File: config.mk
export PLATFORM = sky130hd
export DESIGN_NAME = segment_capture_flat
export DESIGN_NICKNAME = d
export VERILOG_FILES = /design/src/rtl/seg_pkg.sv /design/src/rtl/segment_capture_if.sv /design/src/rtl/seg_glyph_decoder.sv /design/src/rtl/segment_capture.sv /design/src/flat_wrapper.sv
export SDC_FILE = /design/constraint.sdc
export NUM_CORES = 1
export LEC_CHECK = 0
export BUFFER_PORTS_ARGS = -buffer_cell sky130_fd_sc_hd__clkbuf_2
export CAP_MARGIN = 20
export CORE_MARGIN = 2
export CORE_UTILIZATION = 50
export CTS_BUF_LIST = sky130_fd_sc_hd__clkbuf_8
export CTS_CLUSTER_DIAMETER = 120
export DETAILED_ROUTE_END_ITERATION = 8
export PLACE_DENSITY = 0.69
export SYNTH_ARGS = -nofsm -noshare
export SYNTH_HDL_FRONTEND = slang
export SYNTH_HIERARCHICAL = 1
export SYNTH_SLANG_ARGS = --single-unit
File: constraint.sdc
create_clock -name clk -period 5.9 [get_ports clk]
set_clock_uncertainty 0.15 [all_clocks]
set_input_delay 1.475 -clock clk [delete_from_list [all_inputs] [get_ports clk]]
set_output_delay 1.475 -clock clk [all_outputs]
set_load 0.03 [all_outputs]
File: src/rtl/seg_pkg.sv
// Shared constants for the 8-digit multiplexed display path: glyph table, widths, polarity
// and the capture FSM state type.
package seg_pkg;

  localparam int NUM_DIGITS = 8;
  localparam int SEG_W      = 8;
  localparam int DIG_W      = $clog2(NUM_DIGITS);
  localparam logic ANODE_ON = 1'b0;
  localparam logic SEG_ON   = 1'b0;

  typedef enum logic [1:0] {
    ST_IDLE    = 2'd0,
    ST_CAPTURE = 2'd1,
    ST_DONE    = 2'd2
  } cap_state_e;

  // Active-high {g,f,e,d,c,b,a}; identical to the table segment_controller drives from.
  function automatic logic [6:0] glyph(input logic [3:0] n);
    case (n)
      4'h0: glyph = 7'h3F;
      4'h1: glyph = 7'h06;
      4'h2: glyph = 7'h5B;
      4'h3: glyph = 7'h4F;
      4'h4: glyph = 7'h66;
      4'h5: glyph = 7'h6D;
      4'h6: glyph = 7'h7D;
      4'h7: glyph = 7'h07;
      4'h8: glyph = 7'h7F;
      4'h9: glyph = 7'h6F;
      4'hA: glyph = 7'h77;
      4'hB: glyph = 7'h7C;
      4'hC: glyph = 7'h39;
      4'hD: glyph = 7'h5E;
      4'hE: glyph = 7'h79;
      default: glyph = 7'h71;
    endcase
  endfunction

endpackage

File: src/rtl/segment_capture_if.sv
// Bundle between the observed display bus and the reconstructed frame outputs.
interface segment_capture_if;
  import seg_pkg::*;

  logic [NUM_DIGITS-1:0]   anodes;
  logic [SEG_W-1:0]        cathodes;
  logic [4*NUM_DIGITS-1:0] numb;
  logic [NUM_DIGITS-1:0]   mask;
  logic [NUM_DIGITS-1:0]   dp;
  logic                    frame_valid;
  logic                    changed;
  logic                    err;
  cap_state_e              dbg_state;

  // frame_valid is a one-cycle strobe with no ready: numb/mask/dp/err/changed are valid from
  // that cycle and hold until the next strobe, so a consumer can never stall the capture.
  modport master (output anodes, cathodes,
                  input  numb, mask, dp, frame_valid, changed, err, dbg_state);
  modport slave  (input  anodes, cathodes,
                  output numb, mask, dp, frame_valid, changed, err, dbg_state);

endinterface

File: src/rtl/seg_glyph_decoder.sv
// Maps an active-high 7-segment pattern back to its hex nibble; hit=0 for non-glyph patterns.
module seg_glyph_decoder
  import seg_pkg::*;
(
  input  logic [6:0] pattern,
  output logic       hit,
  output logic [3:0] nibble
);

  always_comb begin
    hit    = 1'b0;
    nibble = 4'h0;
    for (int n = 0; n < 16; n++) begin
      if (pattern == glyph(4'(n))) begin
        hit    = 1'b1;
        nibble = 4'(n);
      end
    end
  end

endmodule

File: src/rtl/segment_capture.sv
// Reconstructs value, digit mask and error from an observed multiplexed display bus.
// Define SEGMENT_CAPTURE_DP_EN to capture decimal points into dp.
module segment_capture
  import seg_pkg::*;
#(
  parameter int STABLE_CYCLES  = 4,
  parameter int TIMEOUT_CYCLES = 4096
) (
  input logic              clk,
  input logic              rst_n,
  segment_capture_if.slave bus
);

  localparam int SW = $clog2(STABLE_CYCLES + 1);
  localparam int TW = $clog2(TIMEOUT_CYCLES + 1);
  localparam logic [SW-1:0] SETTLE_MAX = SW'(STABLE_CYCLES - 1);
  localparam logic [TW-1:0] TO_MAX     = TW'(TIMEOUT_CYCLES - 1);
  localparam int NW = 4 * NUM_DIGITS;

  logic [NUM_DIGITS-1:0] a_s1_q, a_s1_d, a_s2_q, a_s2_d;
  logic [SEG_W-1:0]      c_s1_q, c_s1_d, c_s2_q, c_s2_d;
  logic [NUM_DIGITS+SEG_W-1:0] pair_prev_q, pair_prev_d;
  logic [SW-1:0]         settle_q, settle_d;
  logic                  taken_q, taken_d;
  logic [TW-1:0]         to_q, to_d;
  cap_state_e            state_q, state_d;
  logic [NW-1:0]         numb_w_q, numb_w_d, numb_q, numb_d;
  logic [NUM_DIGITS-1:0] mask_w_q, mask_w_d, mask_q, mask_d;
  logic [NUM_DIGITS-1:0] dp_w_q, dp_w_d, dp_q, dp_d;
  logic                  err_w_q, err_w_d, err_q, err_d;
  logic [DIG_W-1:0]      first_q, first_d;
  logic                  pend_q, pend_d, pend_dp_q, pend_dp_d, pend_bad_q, pend_bad_d;
  logic [DIG_W-1:0]      pend_idx_q, pend_idx_d;
  logic [3:0]            pend_nib_q, pend_nib_d;
  logic                  fv_q, fv_d, chg_q, chg_d;

  logic [NUM_DIGITS-1:0] an_on;
  logic [6:0]            seg_on;
  logic                  seg_hit, dp_bit, pair_diff, stable, none_on, one_on;
  logic                  dig_evt, multi_evt, to_evt, others_seen;
  logic [3:0]            seg_nib;
  logic [DIG_W-1:0]      idx;
  logic                  wr_en, wr_dp, wr_bad;
  logic [DIG_W-1:0]      wr_idx;
  logic [3:0]            wr_nib;

  seg_glyph_decoder u_dec (.pattern(seg_on), .hit(seg_hit), .nibble(seg_nib));

  assign an_on     = a_s2_q ^ {NUM_DIGITS{~ANODE_ON}};
  assign seg_on    = c_s2_q[6:0] ^ {7{~SEG_ON}};
`ifdef SEGMENT_CAPTURE_DP_EN
  assign dp_bit    = c_s2_q[7] ^ ~SEG_ON;
`else
  assign dp_bit    = 1'b0;
`endif
  assign pair_diff = ({a_s2_q, c_s2_q} != pair_prev_q);
  assign stable    = !pair_diff && (settle_q == SETTLE_MAX);
  assign none_on   = (an_on == '0);
  assign one_on    = $onehot(an_on);
  // Each stable pair is acted on once; a long hold of the same digit is a single event.
  assign dig_evt   = stable && !taken_q && one_on;
  assign multi_evt = stable && !taken_q && !one_on && !none_on;
  assign to_evt    = none_on && (to_q == TO_MAX);
  assign others_seen = |(mask_w_q & ~(NUM_DIGITS'(1) << first_q));

  always_comb begin
    idx = '0;
    for (int i = 0; i < NUM_DIGITS; i++) begin
      if (an_on[i]) idx = DIG_W'(i);
    end
  end

  always_comb begin
    a_s1_d      = bus.anodes;
    a_s2_d      = a_s1_q;
    c_s1_d      = bus.cathodes;
    c_s2_d      = c_s1_q;
    pair_prev_d = {a_s2_q, c_s2_q};
    settle_d    = pair_diff ? '0 : ((settle_q == SETTLE_MAX) ? settle_q : settle_q + 1'b1);
    taken_d     = pair_diff ? 1'b0 : (taken_q | stable);
    to_d        = !none_on ? '0 : ((to_q == TO_MAX) ? to_q : to_q + 1'b1);
    state_d     = state_q;
    numb_w_d    = numb_w_q;
    mask_w_d    = mask_w_q;
    dp_w_d      = dp_w_q;
    err_w_d     = err_w_q;
    first_d     = first_q;
    pend_d      = pend_q;
    pend_idx_d  = pend_idx_q;
    pend_nib_d  = pend_nib_q;
    pend_dp_d   = pend_dp_q;
    pend_bad_d  = pend_bad_q;
    numb_d      = numb_q;
    mask_d      = mask_q;
    dp_d        = dp_q;
    err_d       = err_q;
    fv_d        = 1'b0;
    chg_d       = 1'b0;
    wr_en       = 1'b0;
    wr_idx      = idx;
    wr_nib      = seg_hit ? seg_nib : 4'h0;
    wr_dp       = dp_bit;
    wr_bad      = !seg_hit;

    case (state_q)
      ST_IDLE: begin
        if (dig_evt) begin
          wr_en   = 1'b1;
          first_d = idx;
          state_d = ST_CAPTURE;
        end else if (to_evt) begin
          to_d    = '0;
          state_d = ST_DONE;
        end
        if (multi_evt) err_w_d = 1'b1;
      end
      ST_CAPTURE: begin
        if (dig_evt) begin
          // Scan wrapped: park this digit so it seeds the next frame.
          if (idx <= first_q && others_seen) begin
            pend_d     = 1'b1;
            pend_idx_d = idx;
            pend_nib_d = wr_nib;
            pend_dp_d  = dp_bit;
            pend_bad_d = !seg_hit;
            state_d    = ST_DONE;
          end else begin
            wr_en = 1'b1;
          end
        end else if (to_evt) begin
          to_d    = '0;
          state_d = ST_DONE;
        end
        if (multi_evt) err_w_d = 1'b1;
      end
      default: begin
        numb_d   = numb_w_q;
        mask_d   = mask_w_q;
        dp_d     = dp_w_q;
        err_d    = err_w_q;
        fv_d     = 1'b1;
        chg_d    = ({numb_w_q, mask_w_q, dp_w_q} != {numb_q, mask_q, dp_q});
        numb_w_d = '0;
        mask_w_d = '0;
        dp_w_d   = '0;
        err_w_d  = 1'b0;
        state_d  = ST_IDLE;
        if (pend_q) begin
          wr_en   = 1'b1;
          wr_idx  = pend_idx_q;
          wr_nib  = pend_nib_q;
          wr_dp   = pend_dp_q;
          wr_bad  = pend_bad_q;
          first_d = pend_idx_q;
          pend_d  = 1'b0;
          state_d = ST_CAPTURE;
        end
      end
    endcase

    if (wr_en) begin
      numb_w_d[{wr_idx, 2'b00} +: 4] = wr_nib;
      mask_w_d[wr_idx] = 1'b1;
      dp_w_d[wr_idx]   = wr_dp;
      if (wr_bad) err_w_d = 1'b1;
    end
  end

  always_ff @(posedge clk or negedge rst_n) begin
    if (!rst_n) begin
      a_s1_q <= '1; a_s2_q <= '1; c_s1_q <= '1; c_s2_q <= '1;
      pair_prev_q <= '1;
      settle_q <= '0; taken_q <= 1'b0; to_q <= '0;
      state_q <= ST_IDLE;
      numb_w_q <= '0; mask_w_q <= '0; dp_w_q <= '0; err_w_q <= 1'b0;
      first_q <= '0;
      pend_q <= 1'b0; pend_idx_q <= '0; pend_nib_q <= '0; pend_dp_q <= 1'b0; pend_bad_q <= 1'b0;
      numb_q <= '0; mask_q <= '0; dp_q <= '0; err_q <= 1'b0;
      fv_q <= 1'b0; chg_q <= 1'b0;
    end else begin
      a_s1_q <= a_s1_d; a_s2_q <= a_s2_d; c_s1_q <= c_s1_d; c_s2_q <= c_s2_d;
      pair_prev_q <= pair_prev_d;
      settle_q <= settle_d; taken_q <= taken_d; to_q <= to_d;
      state_q <= state_d;
      numb_w_q <= numb_w_d; mask_w_q <= mask_w_d; dp_w_q <= dp_w_d; err_w_q <= err_w_d;
      first_q <= first_d;
      pend_q <= pend_d; pend_idx_q <= pend_idx_d; pend_nib_q <= pend_nib_d;
      pend_dp_q <= pend_dp_d; pend_bad_q <= pend_bad_d;
      numb_q <= numb_d; mask_q <= mask_d; dp_q <= dp_d; err_q <= err_d;
      fv_q <= fv_d; chg_q <= chg_d;
    end
  end

  assign bus.numb        = numb_q;
  assign bus.mask        = mask_q;
  assign bus.dp          = dp_q;
  assign bus.err         = err_q;
  assign bus.frame_valid = fv_q;
  assign bus.changed     = chg_q;
  assign bus.dbg_state   = state_q;

endmodule

File: src/flat_wrapper.sv
// flat-port wrapper written by rule: the top's interface ports become plain ports
module segment_capture_flat import seg_pkg::*;
#(
  parameter int STABLE_CYCLES  = 4,
  parameter int TIMEOUT_CYCLES = 4096
)
  (clk, rst_n, bus_anodes, bus_cathodes, bus_numb, bus_mask, bus_dp, bus_frame_valid, bus_changed, bus_err, bus_dbg_state);
  segment_capture_if bus_i ();
  input logic clk;
  input logic rst_n;
  input wire logic [$bits(bus_i.anodes)-1:0] bus_anodes;
  input wire logic [$bits(bus_i.cathodes)-1:0] bus_cathodes;
  output wire logic [$bits(bus_i.numb)-1:0] bus_numb;
  output wire logic [$bits(bus_i.mask)-1:0] bus_mask;
  output wire logic [$bits(bus_i.dp)-1:0] bus_dp;
  output wire logic [$bits(bus_i.frame_valid)-1:0] bus_frame_valid;
  output wire logic [$bits(bus_i.changed)-1:0] bus_changed;
  output wire logic [$bits(bus_i.err)-1:0] bus_err;
  output wire logic [$bits(bus_i.dbg_state)-1:0] bus_dbg_state;
  assign bus_i.anodes = bus_anodes;
  assign bus_i.cathodes = bus_cathodes;
  assign bus_numb = bus_i.numb;
  assign bus_mask = bus_i.mask;
  assign bus_dp = bus_i.dp;
  assign bus_frame_valid = bus_i.frame_valid;
  assign bus_changed = bus_i.changed;
  assign bus_err = bus_i.err;
  assign bus_dbg_state = bus_i.dbg_state;
  segment_capture #(.STABLE_CYCLES(STABLE_CYCLES), .TIMEOUT_CYCLES(TIMEOUT_CYCLES)) u_core (.clk(clk), .rst_n(rst_n), .bus(bus_i));
endmodule
==> results.md, run 1 <==
* Run status: finished clean
* Unrepaired setup endpoints after global routing: no
* Initial antenna violation count at 0
* Most common cell after layout, fill and taps aside: sky130_fd_sc_hd__dfrtp_1
* TritonCTS clock tree: yes
* Clock sink count at 179
* Skew-Pair Late Insertion Delay at 0.45 ns
* Final core utilization at 56.3%
* Worst slack on hold paths at 0.204 ns
* Category of the worst setup path launch point: register
* Number of cells on the worst hold path at 0
* Count of antenna diodes in the layout at 0
* Post-DRT Antenna Nets at 0
* Worst Path Class, Setup: reg -> reg
* Number of global-route vias before repair at 5,568
* Achievable clock frequency at 191 MHz
* First-pass GRT wire length at 28,800 um
* Quantity of gates resized following cts at 0
* Std-Cell Core Area at 16,400 um2
* GPL Wtd Cong at 0.854
* Number of flops mapped to enable cells by yosys at 0
* Setup fix buffers added after clock tree synthesis at 0
* Critical Path, Cell by Cell: fa_1, inv_1, fa_1, fa_1, ha_1, inv_1, fa_1, a211oi_1, mux2i_1, nor4b_1, o311a_2, o21a_1, a22o_1
* Switching part of the total power at 24.3%
* Worst setup timing slack at the placement stage at 0.769 ns
* Proportion of power drawn by combinational gates at 5.5%
* Design area at 9230 um2
* Reg-to-Reg End: u_core/numb_w_q[7]
* Transition at the pin with the smallest max-transition slack at 0.928 ns
* Final total negative setup slack at 0 ns
* Average cell area after synthesis at 11.8 um2
* Path category of the worst min-delay check: reg -> reg
* Met2 track utilization from global routing at 32.6%
* Total number of vias at 5,652
* Max-cap check violation count at 0
* CP max stage delay at 0.69 ns
* Proportion of netlist area held by the largest area contributor at 39.4%
* Main area contributors after synthesis: sky130_fd_sc_hd__dfrtp_1 39%, sky130_fd_sc_hd__dfstp_2 15%, sky130_fd_sc_hd__xnor2_1 7.6%, sky130_fd_sc_hd__mux2_2 6.9%, sky130_fd_sc_hd__nor2_1 2.2%
* Overall overflow remaining after global route at 0
* Total Die Area at 17,700 um2
* Cell with the biggest individual delay on the critical path: sky130_fd_sc_hd__o21a_1
* Fraction of final layout cells with drive strength greater than 1 at 27.5%
* Global routing usage on met3 at 4.10%
* Final hold violation count at 0
* Leading cell types in the layout, fill and taps excluded: 130 x sky130_fd_sc_hd__dfrtp_1, 72 x sky130_fd_sc_hd__xnor2_1, 69 x sky130_fd_sc_hd__clkbuf_2
* Data arrival time of the critical path at 5.46 ns
* Share of synthesized area occupied by flip-flops and latches at 54.5%
* Final cycle utilization of the critical path at 88.6%
* Net switching power figure at 0.000543 W
* Number of clock buffers inserted by TritonCTS at 17
* Share of synthesized flip-flops with an asynchronous set or reset at 100%
* # rows at 47
* FF-to-FF path depth at 13
* Reg-to-reg critical path startpoint: u_core/a_s2_q[3]
* VDD IR max at 191 uV
* Largest net degree at the start of global routing at 111
* Root buffer cell: sky130_fd_sc_hd__clkbuf_8
* Setup slack on the worst flop-to-flop path at 0.67 ns
* Post-detailed-placement cell area at 8840 um2
* Max-slew headroom at 38.1%
* Number of setup violations in the final report at 0
* Clk buf depth at 2
* Detailed-route DRC error count at 0
* Part of the total power dissipated in sequential elements at 56.7%
* Initial core utilization at 50.7%
* Total number of H-tree levels at 4
* Area growth from synthesis to layout at 10.9%
* Number of distinct library cells after synthesis at 69
* I/O pins at 71
* Pins over their slew limit at 0
* Layout Nets at 802
* Max Fanout on Critical Path at 21
* Yosys reg bits at 179
* Via-to-Cell Ratio at 5.65
* Power per cell area at 242 nW/um2
* Instance count of the mapped netlist at 703
* Busiest metal layer after global routing: met2
* Share of total power in the clock network at 37.7%
* Main flop type after synthesis: sky130_fd_sc_hd__dfrtp_1
* Int Power at 0.00169 W
* Synthesized cell area at 8330 um2
* Hold Crit Start: u_core/c_s1_q[2]
* Syn Nets at 737
* Post-synthesis cell type with the largest combined area: sky130_fd_sc_hd__dfrtp_1
* Number of fill cells in the layout at 1,382
* Clock-pin slew of the registers on the worst-case setup and hold paths at 0.09 ns
* Required time reported for the critical path endpoint at 6.13 ns
* Count of port buffers added during placement at 70
* Die H at 133 um
* 1st-iter DRT viols at 480
* Endpoint, Worst Hold: u_core/c_s2_q[2]
* Warnings, synthesis at 6
* Overall routing resource usage at 20.5%
* Worst Setup Slack, final at 0.673 ns
* Fraction of met1 tracks used by global routing at 28.8%
* Die width at 133 um
* CTS hold repair buffers at 0
* Half-perimeter wire length after detailed placement at 12,300 um
* Number of search-and-repair iterations in the first detailed-routing pass at 5
* WL final at 17,500 um
* Type of destination of the critical path: register
* Critical path's most frequent cell: sky130_fd_sc_hd__fa_1
* Static power due to leakage at 4.17 nW
* Final critical path time including I/O delays and setup at 5.23 ns
* Wirelength per Cell at 17.4 um
## critical path: cells and delay by family, from the launching register on
| family | cells | cell delay (ns) |
|---|---|---|
| flops | 1 | 0.60 |
| compound gates | 4 | 1.65 |
| buf+inv | 2 | 0.14 |
| mux | 1 | 0.12 |
| simple gates | 1 | 0.61 |
| fa+ha+maj | 5 | 1.90 |
## kinds of logic (layout without fill, tap and decap cells)
logic type,count (synthesis),after routing,share of synthesized area [%]
AOI/OAI and AO/OA,103,103,9.68
buffers and inverters,73,151,4.01
xor gates and xnor gates,75,75,7.89
and+or+nand+nor,187,187,11.9
adders and majority gates,16,16,2.77
DFF,179,179,54.5
muxes,70,70,9.24
## Yosys cell counts (11+ instances only)
cell	n
sky130_fd_sc_hd__a22o_1	20
sky130_fd_sc_hd__dfrtp_1	131
sky130_fd_sc_hd__dfstp_2	48
sky130_fd_sc_hd__ha_1	12
sky130_fd_sc_hd__inv_1	44
sky130_fd_sc_hd__mux2_2	51
sky130_fd_sc_hd__mux2i_1	15
sky130_fd_sc_hd__nand2_1	36
sky130_fd_sc_hd__nand4_1	25
sky130_fd_sc_hd__nor2_1	49
sky130_fd_sc_hd__nor3_1	12
sky130_fd_sc_hd__o32ai_1	11
sky130_fd_sc_hd__xnor2_1	72
## how the worst max path moves through the flow
| stage | start | to | slack (ns) | cells past startpoint |
|---|---|---|---|---|
| 4_1_cts | u_core/a_s2_q[1] | u_core/numb_w_q[7] | 0.76 | 13 |
| 3_3_place_gp | u_core/a_s2_q[3] | u_core/numb_w_q[20] | 0.99 | 13 |
| 3_5_place_dp | u_core/a_s2_q[3] | u_core/numb_w_q[21] | 0.77 | 13 |
| 2_1_floorplan | u_core/a_s2_q[1] | u_core/numb_w_q[27] | 1.63 | 13 |
| 6_report | u_core/a_s2_q[3] | u_core/numb_w_q[7] | 0.67 | 13 |
| 5_1_grt | u_core/a_s2_q[1] | u_core/numb_w_q[7] | 0.42 | 13 |
## area by class of cell
type                       instances  area, um2  share of cell area (%)
timing repair buffer              74        399                    4.32
tap                              220        275                    2.98
clock buffer                      18        248                    2.68
multi-input combinational        451       3450                    37.4
sequential                       179       4540                    49.2
inverter                          45        169                    1.83
clock inverter                    14        149                    1.61
## routing by layer
layer / wire [um] / up-vias
met1: 7970 / 2870
met5: 0 / -
met3: 873 / 12
met2: 8460 / 153
met4: 149 / 0
li1: - / 2617
## flip-flops by register name, summed over array words and instances (netlist names), 2 cells and up
signal                cells
u_core/a_s1_q             8
u_core/a_s2_q             8
u_core/bus.dbg_state      2
u_core/bus.dp             8
u_core/bus.mask           8
u_core/bus.numb          32
u_core/c_s1_q             8
u_core/c_s2_q             8
u_core/dp_w_q             8
u_core/first_q            3
u_core/mask_w_q           8
u_core/numb_w_q          32
u_core/pair_prev_q       16
u_core/pend_idx_q         3
u_core/pend_nib_q         4
u_core/settle_q           3
u_core/to_q              13
## power groups by stage
stage	Sequential (W)	Clock [W]	Combinational [W]
6_report	0.00127	0.000844	0.000124
3_3_place_gp	0.00129	0	0.000119
5_1_grt	0.00127	0.000918	0.000142
3_5_place_dp	0.00129	0	0.000124
2_1_floorplan	0.00129	0	0.0000781
4_1_cts	0.00127	0.000866	0.000125
## metrics by stage
| stage | cells | total power, W |
|---|---|---|
| after floorplan | 703 | 0.00137 |
| after global placement | 969 | 0.00141 |
| after detailed placement | 969 | 0.00142 |
| after CTS | 1001 | 0.00226 |
| after global routing | 1001 | 0.00233 |
| final | 1001 | 0.00224 |
Note: power is estimated with default switching activity, not from simulation.
==> inputs of run 2 (changes only) <==
--- a/config.mk
+++ b/config.mk
@@ -5,9 +5,10 @@
 export SDC_FILE = /design/constraint.sdc
 export NUM_CORES = 1
 export LEC_CHECK = 0
+export ABC_AREA = 1
 export BUFFER_PORTS_ARGS = -buffer_cell sky130_fd_sc_hd__clkbuf_2
 export CAP_MARGIN = 20
-export CORE_MARGIN = 2
+export CORE_MARGIN = 1
 export CORE_UTILIZATION = 50
 export CTS_BUF_LIST = sky130_fd_sc_hd__clkbuf_8
 export CTS_CLUSTER_DIAMETER = 120
==> results.md, run 2 <==
* Run status: finished clean
* Max Fanout on Critical Path at 28
* # rows at 47
* Unrepaired setup endpoints after global routing: no
* Leading cell types in the layout, fill and taps excluded: 315 x sky130_fd_sc_hd__nand2_1, 130 x sky130_fd_sc_hd__dfrtp_1, 126 x sky130_fd_sc_hd__inv_1
* Post-detailed-placement cell area at 9140 um2
* Required time reported for the critical path endpoint at 6.09 ns
* Post-synthesis cell type with the largest combined area: sky130_fd_sc_hd__dfrtp_1
* Worst slack on hold paths at 0.209 ns
* Area growth from synthesis to layout at 11.6%
* Count of port buffers added during placement at 70
* Via-to-Cell Ratio at 4.90
* Number of setup violations in the final report at 0
* I/O pins at 71
* Critical path's most frequent cell: sky130_fd_sc_hd__fa_1
* Average cell area after synthesis at 8.24 um2
* Final hold violation count at 0
* Top cell family by delay on the critical path: adder cells
* Final critical path time including I/O delays and setup at 4.27 ns
* Most frequent cell after synthesis: sky130_fd_sc_hd__nand2_1
* Root buffer cell: sky130_fd_sc_hd__clkbuf_8
* Final non-filler cell total at 1,345
* Number of clock buffers inserted by TritonCTS at 17
* Clock sink count at 179
* Number of distinct library cells after synthesis at 37
* Clk buf depth at 2
* Count of antenna diodes in the layout at 0
* Proportion of netlist area held by the largest area contributor at 38.2%
* Total number of H-tree levels at 4
* Final total negative setup slack at 0 ns
* Clock-pin slew of the registers on the worst-case setup and hold paths at 0.09 ns
* Category of the worst setup path launch point: register
* Power per cell area at 236 nW/um2
* Std-Cell Core Area at 16,700 um2
* Fraction of final layout cells with drive strength greater than 1 at 16.8%
* 1st-iter DRT viols at 546
* Most common cell after layout, fill and taps aside: sky130_fd_sc_hd__nand2_1
* Main flop type after synthesis: sky130_fd_sc_hd__dfrtp_1
* Achievable clock frequency at 234 MHz
* Int Power at 0.00172 W
* Cell with the biggest individual delay on the critical path: sky130_fd_sc_hd__dfstp_2
* Type of destination of the critical path: register
* Share of synthesized flip-flops with an asynchronous set or reset at 100%
* Final cycle utilization of the critical path at 72.4%
* Proportion of power drawn by combinational gates at 5.2%
* Post-DRT Antenna Nets at 0
* First-pass GRT wire length at 29,400 um
* VDD IR max at 145 uV
* Total number of vias at 6,588
* Design area at 9580 um2
* CP max stage delay at 0.60 ns
* Static power due to leakage at 5.01 nW
* Initial core utilization at 51.4%
* Number of search-and-repair iterations in the first detailed-routing pass at 5
* WL final at 17,000 um
* Yosys reg bits at 179
* Share of synthesized area occupied by flip-flops and latches at 52.9%
* Critical Path, Cell by Cell: fa_1, inv_1, fa_1, fa_1, ha_1, inv_1, fa_1, nand3_1, a21oi_1, inv_1, nor2_2, nand2_2, nand2_4, nand2_1, nand2_1, o21ai_1
* Wirelength per Cell at 12.7 um
* Number of global-route vias before repair at 6,086
* Max-cap check violation count at 0
* Skew-Pair Late Insertion Delay at 0.46 ns
* Initial antenna violation count at 0
* Net switching power figure at 0.000542 W
* Max-slew headroom at 46.1%
* Detailed-route DRC error count at 0
* Data arrival time of the critical path at 4.46 ns
* Main area contributors after synthesis: sky130_fd_sc_hd__dfrtp_1 38%, sky130_fd_sc_hd__dfstp_2 15%, sky130_fd_sc_hd__nand2_1 14%, sky130_fd_sc_hd__inv_1 5.4%, sky130_fd_sc_hd__nor2_1 5.2%
* Path category of the worst min-delay check: reg -> reg
* Synth cell count leaders: 315 x sky130_fd_sc_hd__nand2_1, 131 x sky130_fd_sc_hd__dfrtp_1, 124 x sky130_fd_sc_hd__inv_1
* Largest net degree at the start of global routing at 111
* Setup fix buffers added after clock tree synthesis at 0
* Total buffers and inverters traversed by the critical path at 3
* Synthesized cell area at 8590 um2
* Instance count of the mapped netlist at 1,042
* Transition at the pin with the smallest max-transition slack at 0.809 ns
* Share of total power in the clock network at 38.7%
* Number of fill cells in the layout at 1,527
* Overall overflow remaining after global route at 0
* Pins over their slew limit at 0
* Number of flops mapped to enable cells by yosys at 0
* Worst Path Class, Setup: reg -> reg
* Quantity of gates resized following cts at 0
* Warnings, synthesis at 6
* Inst Count DP at 1,312
* GPL Wtd Cong at 0.859
* Switching part of the total power at 24.0%
* Half-perimeter wire length after detailed placement at 11,900 um
* Layout Nets at 1,146
* Part of the total power dissipated in sequential elements at 56.1%
* CTS hold repair buffers at 0
* Overall routing resource usage at 20.9%
* TritonCTS clock tree: yes
* Syn Nets at 1,076
* Die H at 133 um
* Die width at 133 um
* Total Die Area at 17,700 um2
## run 2: path summary, 6_finish.rpt
check                                       from                      to  slack, ns  depth (start not counted)
worst max-delay path            u_core/a_s2_q[3]      u_core/numb_w_q[0]       1.63                         16
worst min-delay path            u_core/c_s1_q[0]        u_core/c_s2_q[0]       0.21                          0
worst max register to register  u_core/a_s2_q[3]      u_core/numb_w_q[0]       1.63                         16
worst min register to register  u_core/c_s1_q[0]        u_core/c_s2_q[0]       0.21                          0
max in group asynchronous                  rst_n  u_core/pair_prev_q[12]       4.21                          2
min in group asynchronous                  rst_n   u_core/pair_prev_q[3]       0.87                          1
## run 2: power by group through the flow
stage	combinational, W	clock, W	sequential (W)
after detailed placement	0.000117	0	0.00129
after global routing	0.000138	0.000951	0.00127
after CTS	0.000117	0.000903	0.00127
after global placement	0.000113	0	0.00129
after floorplan	0.0000680	0	0.00129
final	0.000117	0.000875	0.00127
## run 2: layer usage
layer  global-route usage, %  wire length, um  vias to the layer above
met5                       0                0                        -
met4                    6.90              194                        0
met3                    4.14              687                       14
met2                    31.3             7790                      142
met1                    30.3             8360                     3038
li1                        -                -                     3394
## run 2: cell families after synthesis
| logic type | count (synthesis) | share of synthesized area (%) |
|---|---|---|
| and+or+nand+nor | 546 | 26.5 |
| DFF | 179 | 52.9 |
| adders and majority gates | 16 | 2.68 |
| buffers and inverters | 154 | 7.02 |
| AOI/OAI and AO/OA | 103 | 6.46 |
| xor gates and xnor gates | 44 | 4.49 |
## run 2: cell type report
type                       count  area, um2  share of cell area [%]
clock buffer                  17        234                    2.44
sequential                   179       4540                    47.4
timing repair buffer          74        419                    4.37
multi-input combinational    709       3440                    35.9
clock inverter                15        179                    1.87
tap                          220        275                    2.87
inverter                     131        492                    5.13
## run 2: metrics by stage
stage               worst slack [ns]  util [%]  power [W]
CTS                             1.65      57.2    0.00229
global placement                1.75      54.7    0.00140
floorplan                       2.07         -    0.00136
detailed placement              1.65      54.7    0.00141
finish                          1.63      57.4    0.00226
global route                    1.32      57.4    0.00236
==> inputs of run 3 (changes only) <==
--- a/config.mk
+++ b/config.mk
@@ -13,7 +13,7 @@
 export CTS_BUF_LIST = sky130_fd_sc_hd__clkbuf_8
 export CTS_CLUSTER_DIAMETER = 120
 export DETAILED_ROUTE_END_ITERATION = 8
-export PLACE_DENSITY = 0.69
+export PLACE_DENSITY = 0.71
 export SYNTH_ARGS = -nofsm -noshare
 export SYNTH_HDL_FRONTEND = slang
 export SYNTH_HIERARCHICAL = 1
==> constraint.sdc (replaced) <==
create_clock -name clk -period 3.85 [get_ports clk]
set_clock_uncertainty 0.15 [all_clocks]
set_input_delay 0.9625 -clock clk [delete_from_list [all_inputs] [get_ports clk]]
set_output_delay 0.9625 -clock clk [all_outputs]
set_load 0.03 [all_outputs]
==> results.md, run 3 (synthesis results as in run 2) <==
* # rows at 47
* Area growth from synthesis to layout at 16.4%
* Top cell family by delay on the critical path: adder cells
* Root buffer cell: sky130_fd_sc_hd__clkbuf_8
* Pins over their slew limit at 0
* Type of destination of the critical path: register
* WL final at 17,400 um
* Data arrival time of the critical path at 4.17 ns
* Layout Nets at 1,168
* FF-to-FF path depth at 17
* Required time reported for the critical path endpoint at 4.06 ns
* Total Die Area at 17,700 um2
* Half-perimeter wire length after detailed placement at 12,000 um
* Die width at 133 um
* Post-detailed-placement cell area at 9300 um2
* Largest net degree at the start of global routing at 85
* Clk buf depth at 2
* Initial antenna violation count at 0
* Net switching power figure at 0.000823 W
* Clock-pin slew of the registers on the worst-case setup and hold paths at 0.09 ns
* Cell with the biggest individual delay on the critical path: sky130_fd_sc_hd__dfstp_2
* Busiest metal layer after global routing: met2
* Wirelength per Cell at 12.7 um
* Fraction of final layout cells with drive strength greater than 1 at 20.7%
* Path category of the worst min-delay check: reg -> reg
* Total number of H-tree levels at 4
* Category of the worst setup path launch point: register
* Met2 track utilization from global routing at 33.0%
* Overall overflow remaining after global route at 0
* Switching part of the total power at 22.2%
* Unrepaired setup endpoints after global routing: yes
* Power per cell area at 372 nW/um2
* Max-slew headroom at 46.1%
* Run status: finished with violations
* Detailed-route DRC error count at 0
* Number of search-and-repair iterations in the first detailed-routing pass at 5
* Number of fill cells in the layout at 1,487
* CTS hold repair buffers at 0
* TritonCTS clock tree: yes
* Final hold violation count at 0
* Critical Path, Cell by Cell: fa_1, inv_1, fa_1, fa_1, ha_2, inv_2, fa_1, nand3_2, a21oi_2, inv_1, nor2_4, nand2_4, nand2_8, buf_12, nand2_2, nand2_1, nand2_1
* GPL Wtd Cong at 0.836
* Count of port buffers added during placement at 70
* Die H at 133 um
* Total buffers and inverters traversed by the critical path at 4
* Most common cell after layout, fill and taps aside: sky130_fd_sc_hd__nand2_1
* Final total negative setup slack at -2.63 ns
* Int Power at 0.00289 W
* Design area at 9990 um2
* Final critical path time including I/O delays and setup at 3.96 ns
* Clock sink count at 179
* Fraction of met1 tracks used by global routing at 29.9%
* Achievable clock frequency at 253 MHz
* I/O pins at 71
* Total number of vias at 6,693
* Number of clock buffers inserted by TritonCTS at 17
* 1st-iter DRT viols at 377
* Leading cell types in the layout, fill and taps excluded: 308 x sky130_fd_sc_hd__nand2_1, 130 x sky130_fd_sc_hd__dfrtp_1, 124 x sky130_fd_sc_hd__inv_1
* Post-DRT Antenna Nets at 0
* Critical path's most frequent cell: sky130_fd_sc_hd__fa_1
* CP max stage delay at 0.55 ns
* Number of setup violations in the final report at 51
* Std-Cell Core Area at 16,700 um2
* Count of antenna diodes in the layout at 0
* Worst Path Class, Setup: reg -> reg
* Number of cells on the worst hold path at 0
* Transition at the pin with the smallest max-transition slack at 0.808 ns
* Skew-Pair Late Insertion Delay at 0.47 ns
* Worst Setup Slack, final at -0.110 ns
* First-pass GRT wire length at 29,900 um
* Final cycle utilization of the critical path at 103%
* Logic depth of the worst path, buffers included at 17
* Global routing usage on met3 at 3.98%
* Initial core utilization at 51.4%
* Violated checks: setup timing
* Number of global-route vias before repair at 6,364
* Via-to-Cell Ratio at 4.90
* Overall routing resource usage at 21.4%
* Static power due to leakage at 5.21 nW
* Max-cap check violation count at 0
* VDD IR max at 276 uV
* Max Fanout on Critical Path at 8
* Part of the total power dissipated in sequential elements at 52.2%
* Proportion of power drawn by combinational gates at 5.6%
* Share of total power in the clock network at 42.1%
## run 3: changes by cell type in the layout (fill, tap and decap cells not counted), sizes merged
cell	before	now
bufinv	3	6
buf	5	25
clkinv	4	1
clkbuf	86	90
nand2	329	330
inv	139	136
## run 3: final timing paths
check	start	end	slack, ns
max	u_core/a_s2_q[3]	u_core/numb_w_q[8]	-0.11
min	u_core/c_s1_q[2]	u_core/c_s2_q[2]	0.20
max reg2reg	u_core/a_s2_q[3]	u_core/numb_w_q[8]	-0.11
min reg2reg	u_core/c_s1_q[2]	u_core/c_s2_q[2]	0.20
max in group asynchronous	rst_n	u_core/pair_prev_q[10]	2.29
min in group asynchronous	rst_n	u_core/settle_q[0]	0.38
## run 3: final cells by class
cell class	count	area, um2	share of cell area [%]
flip-flops and latches	179	4540	45.4
well taps	220	275	2.75
clock inverters	12	221	2.22
repair buffers	95	607	6.07
multi-input cells	710	3580	35.8
clock buffers	20	275	2.75
inverters	131	492	4.92
## run 3: power groups by stage
stage	sequential (W)	clock, W	combinational [W]
after floorplan	0.00197	0	0.000104
after global placement	0.00197	0	0.000185
after detailed placement	0.00198	0	0.000191
after CTS	0.00194	0.00160	0.000198
after global routing	0.00195	0.00167	0.000244
final	0.00194	0.00156	0.000209
## run 3: through the flow
stage / hold slack [ns] / utilization (%) / worst slack (ns) / instances / total power [W]
after floorplan: 0.195 / - / 0.0171 / 1042 / 0.00208
after global placement: 0.196 / 55.7 / -0.106 / 1329 / 0.00216
after detailed placement: 0.197 / 55.7 / -0.196 / 1329 / 0.00217
after CTS: 0.208 / 59.0 / -0.111 / 1362 / 0.00374
after global routing: 0.213 / 59.8 / -0.298 / 1367 / 0.00386
final: 0.201 / 59.8 / -0.110 / 1367 / 0.00371
## run 3: metal layers
metal	part of all wire (%)	up-vias	wire length, um
met5	0	-	0
met4	1.6	0	284
met3	3.7	24	636
met2	45	123	7810
met1	50	3114	8630
li1	-	3432	-
## run 3: what timing repair did
| action | 4_1_cts | 5_1_grt |
|---|---|---|
| setup buffers | 0 | 5 |
| gates resized for setup | 12 | 30 |
| endpoints found under the setup margin | 72 | 75 |
| gates cloned | 1 | 1 |
| pin swaps | 6 | 10 |
